==> config.mk <==
export PLATFORM = sky130hd
export DESIGN_NAME = dm_port_arbiter_flat
export DESIGN_NICKNAME = d
export VERILOG_FILES = /design/src/rtl/dm_port_arbiter_if.sv /design/src/rtl/dm_port_arbiter.sv /design/src/flat_wrapper.sv
export SDC_FILE = /design/constraint.sdc
export NUM_CORES = 1
export LEC_CHECK = 0
export ABC_AREA = 1
export CAP_MARGIN = 25
export CORE_UTILIZATION = 30
export DETAILED_ROUTE_END_ITERATION = 12
export GPL_TIMING_DRIVEN = 0
export PLACE_DENSITY = 0.66
export SYNTH_ARGS = -nofsm -noshare
export SYNTH_HDL_FRONTEND = slang
export SYNTH_SLANG_ARGS = --single-unit
==> constraint.sdc <==
create_clock -name clk -period 1.5 [get_ports clk]
set_clock_uncertainty 0.2 [all_clocks]
set_input_delay 0.15 -clock clk [delete_from_list [all_inputs] [get_ports clk]]
set_output_delay 0.15 -clock clk [all_outputs]
set_load 0.05 [all_outputs]
==> src/rtl/dm_port_arbiter_if.sv <==
// Signal bundle between the MEM stage, the debug/loader port and the data memory.
// The slave modport is the arbiter's view; master is the surrounding system's view.
interface dm_port_arbiter_if #(
  parameter int unsigned ADDR_W = 16,
  parameter int unsigned DATA_W = 32
);
  logic              mem_req;
  logic              mem_we;
  logic [ADDR_W-1:0] mem_addr;
  logic [DATA_W-1:0] mem_wdata;
  logic [DATA_W-1:0] mem_rdata;
  logic              mem_stall;

  logic              dbg_req;
  logic              dbg_we;
  logic [ADDR_W-1:0] dbg_addr;
  logic [DATA_W-1:0] dbg_wdata;
  logic              dbg_gnt;
  logic              dbg_done;
  logic [DATA_W-1:0] dbg_rdata;

  logic              dm_en;
  logic              dm_we;
  logic [ADDR_W-1:0] dm_addr;
  logic [DATA_W-1:0] dm_wdata;
  logic [DATA_W-1:0] dm_rdata;

  logic [31:0]       perf_stall_cnt;
  logic [15:0]       perf_dbg_cnt;

  modport slave (
    input  mem_req, mem_we, mem_addr, mem_wdata,
    output mem_rdata, mem_stall,
    input  dbg_req, dbg_we, dbg_addr, dbg_wdata,
    output dbg_gnt, dbg_done, dbg_rdata,
    output dm_en, dm_we, dm_addr, dm_wdata,
    input  dm_rdata,
    output perf_stall_cnt, perf_dbg_cnt
  );

  modport master (
    output mem_req, mem_we, mem_addr, mem_wdata,
    input  mem_rdata, mem_stall,
    output dbg_req, dbg_we, dbg_addr, dbg_wdata,
    input  dbg_gnt, dbg_done, dbg_rdata,
    input  dm_en, dm_we, dm_addr, dm_wdata,
    output dm_rdata,
    input  perf_stall_cnt, perf_dbg_cnt
  );
endinterface

==> src/rtl/dm_port_arbiter.sv <==
// Shares the single data-memory port between the MEM stage and a debug/loader requester.
// Optional performance counters are built only when DM_ARB_PERF_EN is defined.
module dm_port_arbiter #(
  parameter int unsigned ADDR_W     = 16,
  parameter int unsigned DATA_W     = 32,
  parameter int unsigned WAIT_CYC   = 1,
  parameter int unsigned STARVE_LIM = 4
) (
  input logic              clk,
  input logic              rst_n,
  dm_port_arbiter_if.slave bus
);

  localparam logic [3:0] WaitInit  = 4'(WAIT_CYC);
  localparam logic [3:0] StarveLim = 4'(STARVE_LIM);

  typedef enum logic [1:0] {StIdle, StBusy, StResp} state_e;

  state_e            state_q;
  logic              owner_dbg_q;
  logic              we_q;
  logic [ADDR_W-1:0] addr_q;
  logic [DATA_W-1:0] wdata_q;
  logic [3:0]        wcnt_q;
  logic [3:0]        starve_q;
  logic [DATA_W-1:0] mem_rdata_q;
  logic [DATA_W-1:0] dbg_rdata_q;

  logic cpu_win, dbg_win, busy, resp, mem_stall;

  // CPU has priority until it has beaten a waiting debug request StarveLim times in a row.
  assign cpu_win = bus.mem_req && (starve_q < StarveLim);
  assign dbg_win = !cpu_win && bus.dbg_req;

  always_ff @(posedge clk or negedge rst_n) begin
    if (!rst_n) begin
      state_q     <= StIdle;
      owner_dbg_q <= 1'b0;
      we_q        <= 1'b0;
      addr_q      <= '0;
      wdata_q     <= '0;
      wcnt_q      <= '0;
      starve_q    <= '0;
      mem_rdata_q <= '0;
      dbg_rdata_q <= '0;
    end else begin
      unique case (state_q)
        StIdle: begin
          if (cpu_win || dbg_win) begin
            state_q     <= StBusy;
            owner_dbg_q <= dbg_win;
            we_q        <= cpu_win ? bus.mem_we    : bus.dbg_we;
            addr_q      <= cpu_win ? bus.mem_addr  : bus.dbg_addr;
            wdata_q     <= cpu_win ? bus.mem_wdata : bus.dbg_wdata;
            wcnt_q      <= WaitInit;
            if (dbg_win) begin
              starve_q <= '0;
            end else if (bus.dbg_req && (starve_q < StarveLim)) begin
              starve_q <= starve_q + 4'd1;
            end
          end
        end
        StBusy: begin
          if (wcnt_q == 4'd0) begin
            state_q <= StResp;
            if (!we_q) begin
              if (owner_dbg_q) dbg_rdata_q <= bus.dm_rdata;
              else             mem_rdata_q <= bus.dm_rdata;
            end
          end else begin
            wcnt_q <= wcnt_q - 4'd1;
          end
        end
        StResp:  state_q <= StIdle;
        default: state_q <= StIdle;
      endcase
    end
  end

  assign busy      = (state_q == StBusy);
  assign resp      = (state_q == StResp);
  assign mem_stall = bus.mem_req && !(resp && !owner_dbg_q);

  assign bus.mem_stall = mem_stall;
  assign bus.mem_rdata = mem_rdata_q;
  assign bus.dbg_gnt   = busy && owner_dbg_q;
  assign bus.dbg_done  = resp && owner_dbg_q;
  assign bus.dbg_rdata = dbg_rdata_q;
  assign bus.dm_en     = busy;
  assign bus.dm_we     = busy && we_q;
  assign bus.dm_addr   = addr_q;
  assign bus.dm_wdata  = wdata_q;

`ifdef DM_ARB_PERF_EN
  logic [31:0] stall_cnt_q;
  logic [15:0] dbg_cnt_q;

  always_ff @(posedge clk or negedge rst_n) begin
    if (!rst_n) begin
      stall_cnt_q <= '0;
      dbg_cnt_q   <= '0;
    end else begin
      if (mem_stall) stall_cnt_q <= stall_cnt_q + 32'd1;
      if ((state_q == StIdle) && dbg_win) dbg_cnt_q <= dbg_cnt_q + 16'd1;
    end
  end

  assign bus.perf_stall_cnt = stall_cnt_q;
  assign bus.perf_dbg_cnt   = dbg_cnt_q;
`else
  assign bus.perf_stall_cnt = '0;
  assign bus.perf_dbg_cnt   = '0;
`endif

endmodule
==> src/flat_wrapper.sv <==
// flat-port wrapper written by rule: the top's interface ports become plain ports
module dm_port_arbiter_flat 
#(
  parameter int unsigned ADDR_W     = 16,
  parameter int unsigned DATA_W     = 32,
  parameter int unsigned WAIT_CYC   = 1,
  parameter int unsigned STARVE_LIM = 4
)
  (clk, rst_n, bus_mem_req, bus_mem_we, bus_mem_addr, bus_mem_wdata, bus_mem_rdata, bus_mem_stall, bus_dbg_req, bus_dbg_we, bus_dbg_addr, bus_dbg_wdata, bus_dbg_gnt, bus_dbg_done, bus_dbg_rdata, bus_dm_en, bus_dm_we, bus_dm_addr, bus_dm_wdata, bus_dm_rdata, bus_perf_stall_cnt, bus_perf_dbg_cnt);
  dm_port_arbiter_if #(.ADDR_W(ADDR_W), .DATA_W(DATA_W)) bus_i ();
  input logic clk;
  input logic rst_n;
  input wire logic [$bits(bus_i.mem_req)-1:0] bus_mem_req;
  input wire logic [$bits(bus_i.mem_we)-1:0] bus_mem_we;
  input wire logic [$bits(bus_i.mem_addr)-1:0] bus_mem_addr;
  input wire logic [$bits(bus_i.mem_wdata)-1:0] bus_mem_wdata;
  output wire logic [$bits(bus_i.mem_rdata)-1:0] bus_mem_rdata;
  output wire logic [$bits(bus_i.mem_stall)-1:0] bus_mem_stall;
  input wire logic [$bits(bus_i.dbg_req)-1:0] bus_dbg_req;
  input wire logic [$bits(bus_i.dbg_we)-1:0] bus_dbg_we;
  input wire logic [$bits(bus_i.dbg_addr)-1:0] bus_dbg_addr;
  input wire logic [$bits(bus_i.dbg_wdata)-1:0] bus_dbg_wdata;
  output wire logic [$bits(bus_i.dbg_gnt)-1:0] bus_dbg_gnt;
  output wire logic [$bits(bus_i.dbg_done)-1:0] bus_dbg_done;
  output wire logic [$bits(bus_i.dbg_rdata)-1:0] bus_dbg_rdata;
  output wire logic [$bits(bus_i.dm_en)-1:0] bus_dm_en;
  output wire logic [$bits(bus_i.dm_we)-1:0] bus_dm_we;
  output wire logic [$bits(bus_i.dm_addr)-1:0] bus_dm_addr;
  output wire logic [$bits(bus_i.dm_wdata)-1:0] bus_dm_wdata;
  input wire logic [$bits(bus_i.dm_rdata)-1:0] bus_dm_rdata;
  output wire logic [$bits(bus_i.perf_stall_cnt)-1:0] bus_perf_stall_cnt;
  output wire logic [$bits(bus_i.perf_dbg_cnt)-1:0] bus_perf_dbg_cnt;
  assign bus_i.mem_req = bus_mem_req;
  assign bus_i.mem_we = bus_mem_we;
  assign bus_i.mem_addr = bus_mem_addr;
  assign bus_i.mem_wdata = bus_mem_wdata;
  assign bus_mem_rdata = bus_i.mem_rdata;
  assign bus_mem_stall = bus_i.mem_stall;
  assign bus_i.dbg_req = bus_dbg_req;
  assign bus_i.dbg_we = bus_dbg_we;
  assign bus_i.dbg_addr = bus_dbg_addr;
  assign bus_i.dbg_wdata = bus_dbg_wdata;
  assign bus_dbg_gnt = bus_i.dbg_gnt;
  assign bus_dbg_done = bus_i.dbg_done;
  assign bus_dbg_rdata = bus_i.dbg_rdata;
  assign bus_dm_en = bus_i.dm_en;
  assign bus_dm_we = bus_i.dm_we;
  assign bus_dm_addr = bus_i.dm_addr;
  assign bus_dm_wdata = bus_i.dm_wdata;
  assign bus_i.dm_rdata = bus_dm_rdata;
  assign bus_perf_stall_cnt = bus_i.perf_stall_cnt;
  assign bus_perf_dbg_cnt = bus_i.perf_dbg_cnt;
  dm_port_arbiter #(.ADDR_W(ADDR_W), .DATA_W(DATA_W), .WAIT_CYC(WAIT_CYC), .STARVE_LIM(STARVE_LIM)) u_core (.clk(clk), .rst_n(rst_n), .bus(bus_i));
endmodule
==> impl_results.md, run 1 <==
- Setup crit end: u_core.bus.mem_rdata[29]
- Nature of the critical path startpoint: flip-flop
- Gr busiest metal: met2
- Global route total overflow: 0
- GR Util met3: 3.58%
- Share of the synthesized area in the top cell type: between 50% and 60%
- CP Launch Point: u_core.wcnt_q[0]
- Leakage: 5.33 nW
- Pwr per Cell Area: approximately 2500 nW/um^2
- Vias in the first global route: 5709
- Antenna Nets Post-Route: 0
- Crit Path Class: flip-flop to flip-flop
- Netlist cell types: 19
- RSZ-0062 raised after global routing: yes
- DR vias: 5797
- Tightest Pin Transition: 515 ps
- Worst Hold Class: primary input to async pin
- Via density: 4.17
- Final net count: 1254
- Synth Instances: 768
- Final Instance Area: 10100 um^2
- MaxCap Viol Count: 0
- Die X: 142 um
- Average size of a mapped cell: about 7.6 um^2
- Slew Limit Fails: 0
- Worst skew pair latency: about 400 ps
- Failing checks: negative setup slack
- DIE AREA: 20100 um^2
- 1st-pass router iterations: 6
- Flop-to-flop setup slack: -290 ps
- # IOs: 299
- Clock slew at reported path FFs: about 60 ps
- Number of cells on the worst reg-to-reg path: 8
- HPWL after DPL: between 10000 and 15000 um
- GRT met2 Usage: 33.6%
- Cell Area, Synth: just under 6000 um^2
- Routing usage on met1: ~24%
- Fill count: 1820
- Starting Density: between 30% and 40%
- Sink Count: 124
- H-tree depth reported by CTS: 4
- Worst R2R End: u_core.bus.mem_rdata[29]
- Synth area leaders: dfrtp_1 (53%), nand2_1 (31%), buf_4 (6.5%)
- FMAX: 559 MHz
- First-pass GRT wire length: 30200 um
- Hold Slack: 51.7 ps
- Final setup vio count: approximately 120
- Largest net degree at the start of global routing: 80
- Relative slew slack: 65.6%
- Layout cells sized above 1: 34.9%
- Fin crit share: 119%
- Ys Warns: 0
- Critical Path Sink Type: flip-flop
- Data arrival, critical path: 1890 ps
- Initial antenna violation count: 0
- Detailed Route Iter0 Violations: 168
- Crit Path Max Fanout: 8
- CP required: approximately 1600 ps
- RR Startpoint: u_core.wcnt_q[0]
- Final hold viol count: 0
- Final worst slack: -290 ps
- Non-Filler Instances: 1391
- Largest area contributor in the netlist: dfrtp_1
- Final wirelength: 19200 um
- Register area share after synthesis: a little over half
- Peak VDD IR: 0.00116 V
- # DRC: 0
- CTS Buffer Depth: 2
- CTS buffer count: 17
- Port-buffer cells: 250
- Core area: 19000 um^2
- Min Clock Period, post-route: about 1800 ps
- Antenna cell count: 0
- Layout area overhead: 71.9%
- Outcome: complete, but fails checks
- Gr usage total: 19.5%
- CTS root buffer: clkbuf_16
- WL per Instance: about 14 um
- Inst Count DP: about 1300
- CTS tree: built
- Synth Register Bits: 124
- Dpl cell area: 8940 um^2
- Die Y: 142 um
- Rows: 50
- RD Place Congestion: 0.804
==> flip-flops by register name (all words and copies together) (netlist names) <==
signal	cells
u_core.bus.dbg_rdata	32
u_core.bus.dm_wdata	32
u_core.bus.mem_rdata	32
u_core.bus.dm_addr	16
u_core.starve_q	4
u_core.wcnt_q	4
u_core.state_q	2
u_core.owner_dbg_q	1
u_core.we_q	1
==> synthesized netlist by cell type <==
cell and count:
nor3_4 1, nand2_1 480, nor2_2 1, buf_4 51
conb_1 1, or2_2 1, dfrtp_1 124, nand2_2 1
inv_2 2, buf_2 27, nand3_1 38, inv_1 14
nand3_2 1, a21oi_1 3, o21ai_0 4, nor2_1 10
clkbuf_1 5, ha_1 2, nor2_4 2
==> cells by family (layout without fill, tap and decap cells) <==
group                      count (synthesis)  count (layout)  synth area share (%)
other                                      1              48                0.0640
AOI/OAI and AO/OA                          7               7                 0.598
DFF                                      124             124                  52.9
adders and majority gates                  2               2                 0.427
and+or+nand+nor                          535             535                  35.8
buffers and inverters                     99             415                  10.2
==> layout by cell type (no fill, tap or decap), drive strengths merged, types with 2 or more instances in the layout <==
cell and n:
bufinv 5, clkinv 4, o21ai 4, conb 48, inv 17, clkbuf 30, nor2 13, ha 2
clkdlybuf4s50 132, clkinvlp 3, dfrtp 124, clkdlybuf4s15 13, buf 209, nand3 39, a21oi 3, nand2 481
==> how the worst min path moves through the flow <==
stage | startpoint | endpoint | slack, ps | cells past startpoint
after detailed placement | rst_n | u_core.bus.dbg_rdata[7] | -90 | 1
after global routing | rst_n | u_core.bus.dbg_rdata[7] | 80 | 2
final | rst_n | u_core.bus.dbg_rdata[7] | 50 | 2
after CTS | rst_n | u_core.bus.dbg_rdata[7] | 50 | 2
after global placement | u_core.bus.mem_rdata[16] | u_core.bus.mem_rdata[16] | 250 | 2
after floorplan | rst_n | u_core.bus.dbg_rdata[0] | -350 | 0
==> per-stage QoR <==
stage	setup slack (ps)	util (%)	TNS, ps	power (mW)
6_report	-290	53.1	-18950	25.7
4_1_cts	-259	52.5	-23410	25.4
5_1_grt	-338	53.1	-29830	27.2
2_1_floorplan	-260	-	-15050	15.4
3_3_place_gp	-5090	47.0	-678480	20.3
3_5_place_dp	-581	47.2	-48150	20.4
==> area by class of cell <==
cell class                 instances  area (um^2)  area share [%]
multi-input combinational        592         2820            27.9
clock buffer                      19          443            4.40
inverter                          16         66.3           0.658
clock inverter                    13          214            2.12
tap                              260          325            3.23
timing repair buffer             286         2480            24.6
sequential                       124         3100            30.8
buffer                            81          628            6.24
==> routing by layer <==
layer,wire length (um),up-vias
li1,-,2951
met1,8190,2661
met2,9780,158
met3,868,27
met4,395,0
met5,0,-
==> report_power, final <==
group	switching, mW	total [mW]	internal [mW]	leakage (nW)
clock	1.54	4.55	3.01	0.314
sequential	1.10	6.14	5.04	1.51
combinational	10.6	15.0	4.40	3.51
total	13.2	25.7	12.5	5.33
==> critical path, cell delays in order (launching register included) <==
cell	delay, ps
dfrtp_1	380
inv_2	80
ha_4	150
nand3_4	120
nor2_4	290
nand2_8	160
buf_16	200
nand2_4	50
nand2_2	40
==> what timing repair did <==
item	in CTS	in global routing
hold endpoints to repair	124	0
pin swaps	27	25
setup buffers	23	5
gates cloned	8	1
hold buffers	1	0
gates resized for setup	639	145
endpoints found under the setup margin	239	165
Power figures use the tool's default switching activity.
==> run 2: changes to the inputs <==
--- a/config.mk
+++ b/config.mk
@@ -10,7 +10,6 @@
 export CORE_UTILIZATION = 30
 export DETAILED_ROUTE_END_ITERATION = 12
 export GPL_TIMING_DRIVEN = 0
-export PLACE_DENSITY = 0.66
 export SYNTH_ARGS = -nofsm -noshare
 export SYNTH_HDL_FRONTEND = slang
 export SYNTH_SLANG_ARGS = --single-unit
==> constraint.sdc (replaced) <==
create_clock -name clk -period 1.8 [get_ports clk]
set_clock_uncertainty 0.2 [all_clocks]
set_input_delay 0.18 -clock clk [delete_from_list [all_inputs] [get_ports clk]]
set_output_delay 0.18 -clock clk [all_outputs]
set_load 0.05 [all_outputs]
==> impl_results.md, run 2 (synthesized netlist as in run 1, its figures left out) <==
- Outcome: finished, final reports clean
- Largest net degree at the start of global routing: 95
- RSZ-0062 raised after global routing: yes
- Layout area overhead: 62.7%
- Antenna cell count: 0
- Final Instance Area: between 9000 and 10000 um^2
- CP max stage delay: 420 ps
- WL per Instance: ~14 um
- Core area: 19000 um^2
- Peak VDD IR: between 0.0008 and 0.0009 V
- Most frequent cells in the layout: nand2_1 (476), clkdlybuf4s50_1 (132), dfrtp_1 (124), dlygate4sd2_1 (112), buf_4 (62)
- Crit Path Class: flip-flop to output port
- Nature of the critical path startpoint: flip-flop
- Leakage: 5.25 nW
- Crit path buf inv count: 3
- Setup TNS: 0 ps
- FMAX: 567 MHz
- Final Power: between 15 and 20 mW
- Inst Count DP: 1326
- Fill count: 1889
- Vias in the first global route: 5700
- CTS buffer count: 17
- Rows: 50
- Die X: around 140 um
- Final net count: 1232
- Worst Hold Class: primary input to async pin
- Clock slew at reported path FFs: 60 ps
- Final wirelength: 18700 um
- Commonest non-fill, non-tap cell in the layout: nand2_1
- 1st-pass router iterations: 6
- CP max-delay cell: dfrtp_1
- H-tree depth reported by CTS: 4
- Final worst slack: 34.9 ps
- Crit-path leading delay family: flip-flops
- Post-layout util: 50.3%
- HPWL after DPL: 13700 um
- Fin crit share: 98.1%
- Die Y: between 100 and 150 um
- Crit Path Max Fanout: 4
- CTS tree: built
- Data arrival, critical path: 1390 ps
- Final setup vio count: 0
- Slew Limit Fails: 0
- CP required: 1420 ps
- # IOs: 299
- Cell chain of the critical path: nor2_4 -> buf_6 -> nand2_4 -> clkinvlp_4 -> buf_8
- Tightest Pin Transition: 566 ps
- RD Place Congestion: 0.777
- Relative slew slack: 62.4%
- Non-Filler Instances: 1369
- Critical Path Sink Type: output port
- DIE AREA: 20100 um^2
- Hold Slack: 30.3 ps
- MaxCap Viol Count: 0
- Sink Count: 124
- Global route total overflow: 0
- CTS root buffer: clkbuf_16
- Min Clock Period, post-route: 1770 ps
- Via density: about 4.2
- Worst skew pair latency: 410 ps
- Layout cells sized above 1: about an eighth
- Detailed Route Iter0 Violations: about 240
- Starting Density: between 30% and 40%
- CTS Buffer Depth: 2
- Port-buffer cells: between 200 and 300
- Gr usage total: 19.4%
- Initial antenna violation count: 0
- Pwr per Cell Area: 2060 nW/um^2
- Antenna Nets Post-Route: 0
- First-pass GRT wire length: approximately 30000 um
- Final hold viol count: 0
- # DRC: 0
- Dpl cell area: slightly below 9000 um^2
- DR vias: 5708
- Worst slack at placement: -304 ps
-- run 2: changes by cell type in the layout (fill, tap and decap cells not counted), moves of 13 or more --
cell	previous run	this run
nand2_1	371	476
clkdlybuf4s15_2	13	0
buf_2	105	12
nand2_4	19	2
buf_6	22	9
dlygate4sd2_1	0	112
nand2_2	88	3
-- run 2: report_power, final --
part | internal, mW | leakage [nW] | switching [mW]
clock network | 1.94 | 0.273 | 1.32
registers | 4.19 | 1.51 | 0.732
logic | 3.08 | 3.46 | 8.37
-- run 2: per-layer routing --
| layer | vias to the layer above | GRT usage [%] | share of wire, % |
|---|---|---|---|
| li1 | 2895 | - | - |
| met1 | 2636 | 24.4 | 45 |
| met2 | 148 | 32.2 | 49 |
| met3 | 29 | 4.56 | 4.9 |
| met4 | 0 | 7.24 | 2.1 |
| met5 | - | 0 | 0 |
-- run 2: final timing paths --
check                                               from                  endpoint  slack [ps]  cells past startpoint
min in group clk                        bus_dm_rdata[16]  u_core.bus.dbg_rdata[16]         130                      3
worst max-delay path                   u_core.state_q[1]               bus_dbg_gnt          30                      5
worst max register to register         u_core.state_q[1]  u_core.bus.dbg_rdata[27]          80                     10
worst min register to register  u_core.bus.mem_rdata[29]  u_core.bus.mem_rdata[29]         260                      2
worst min-delay path                               rst_n   u_core.bus.dbg_rdata[8]          30                      2
max in group asynchronous                          rst_n     u_core.bus.dm_addr[9]         590                      3
-- run 2: layout make-up --
type,count,area (um^2),share of cell area (%)
Sequential cell,124,3100,32.5
Timing Repair Buffer,262,2480,26.0
Multi-Input combinational cell,592,2400,25.1
Buffer,83,603,6.32
Clock buffer,19,443,4.65
Tap cell,260,325,3.41
Clock inverter,13,118,1.23
Inverter,16,63.8,0.669
-- run 2: what timing repair did --
item,in CTS,in global routing
setup buffers,3,6
gates cloned,0,1
pin swaps,2,3
gates resized for setup,148,49
hold buffers,1,0
endpoints found under the setup margin,199,117
hold endpoints to repair,124,0
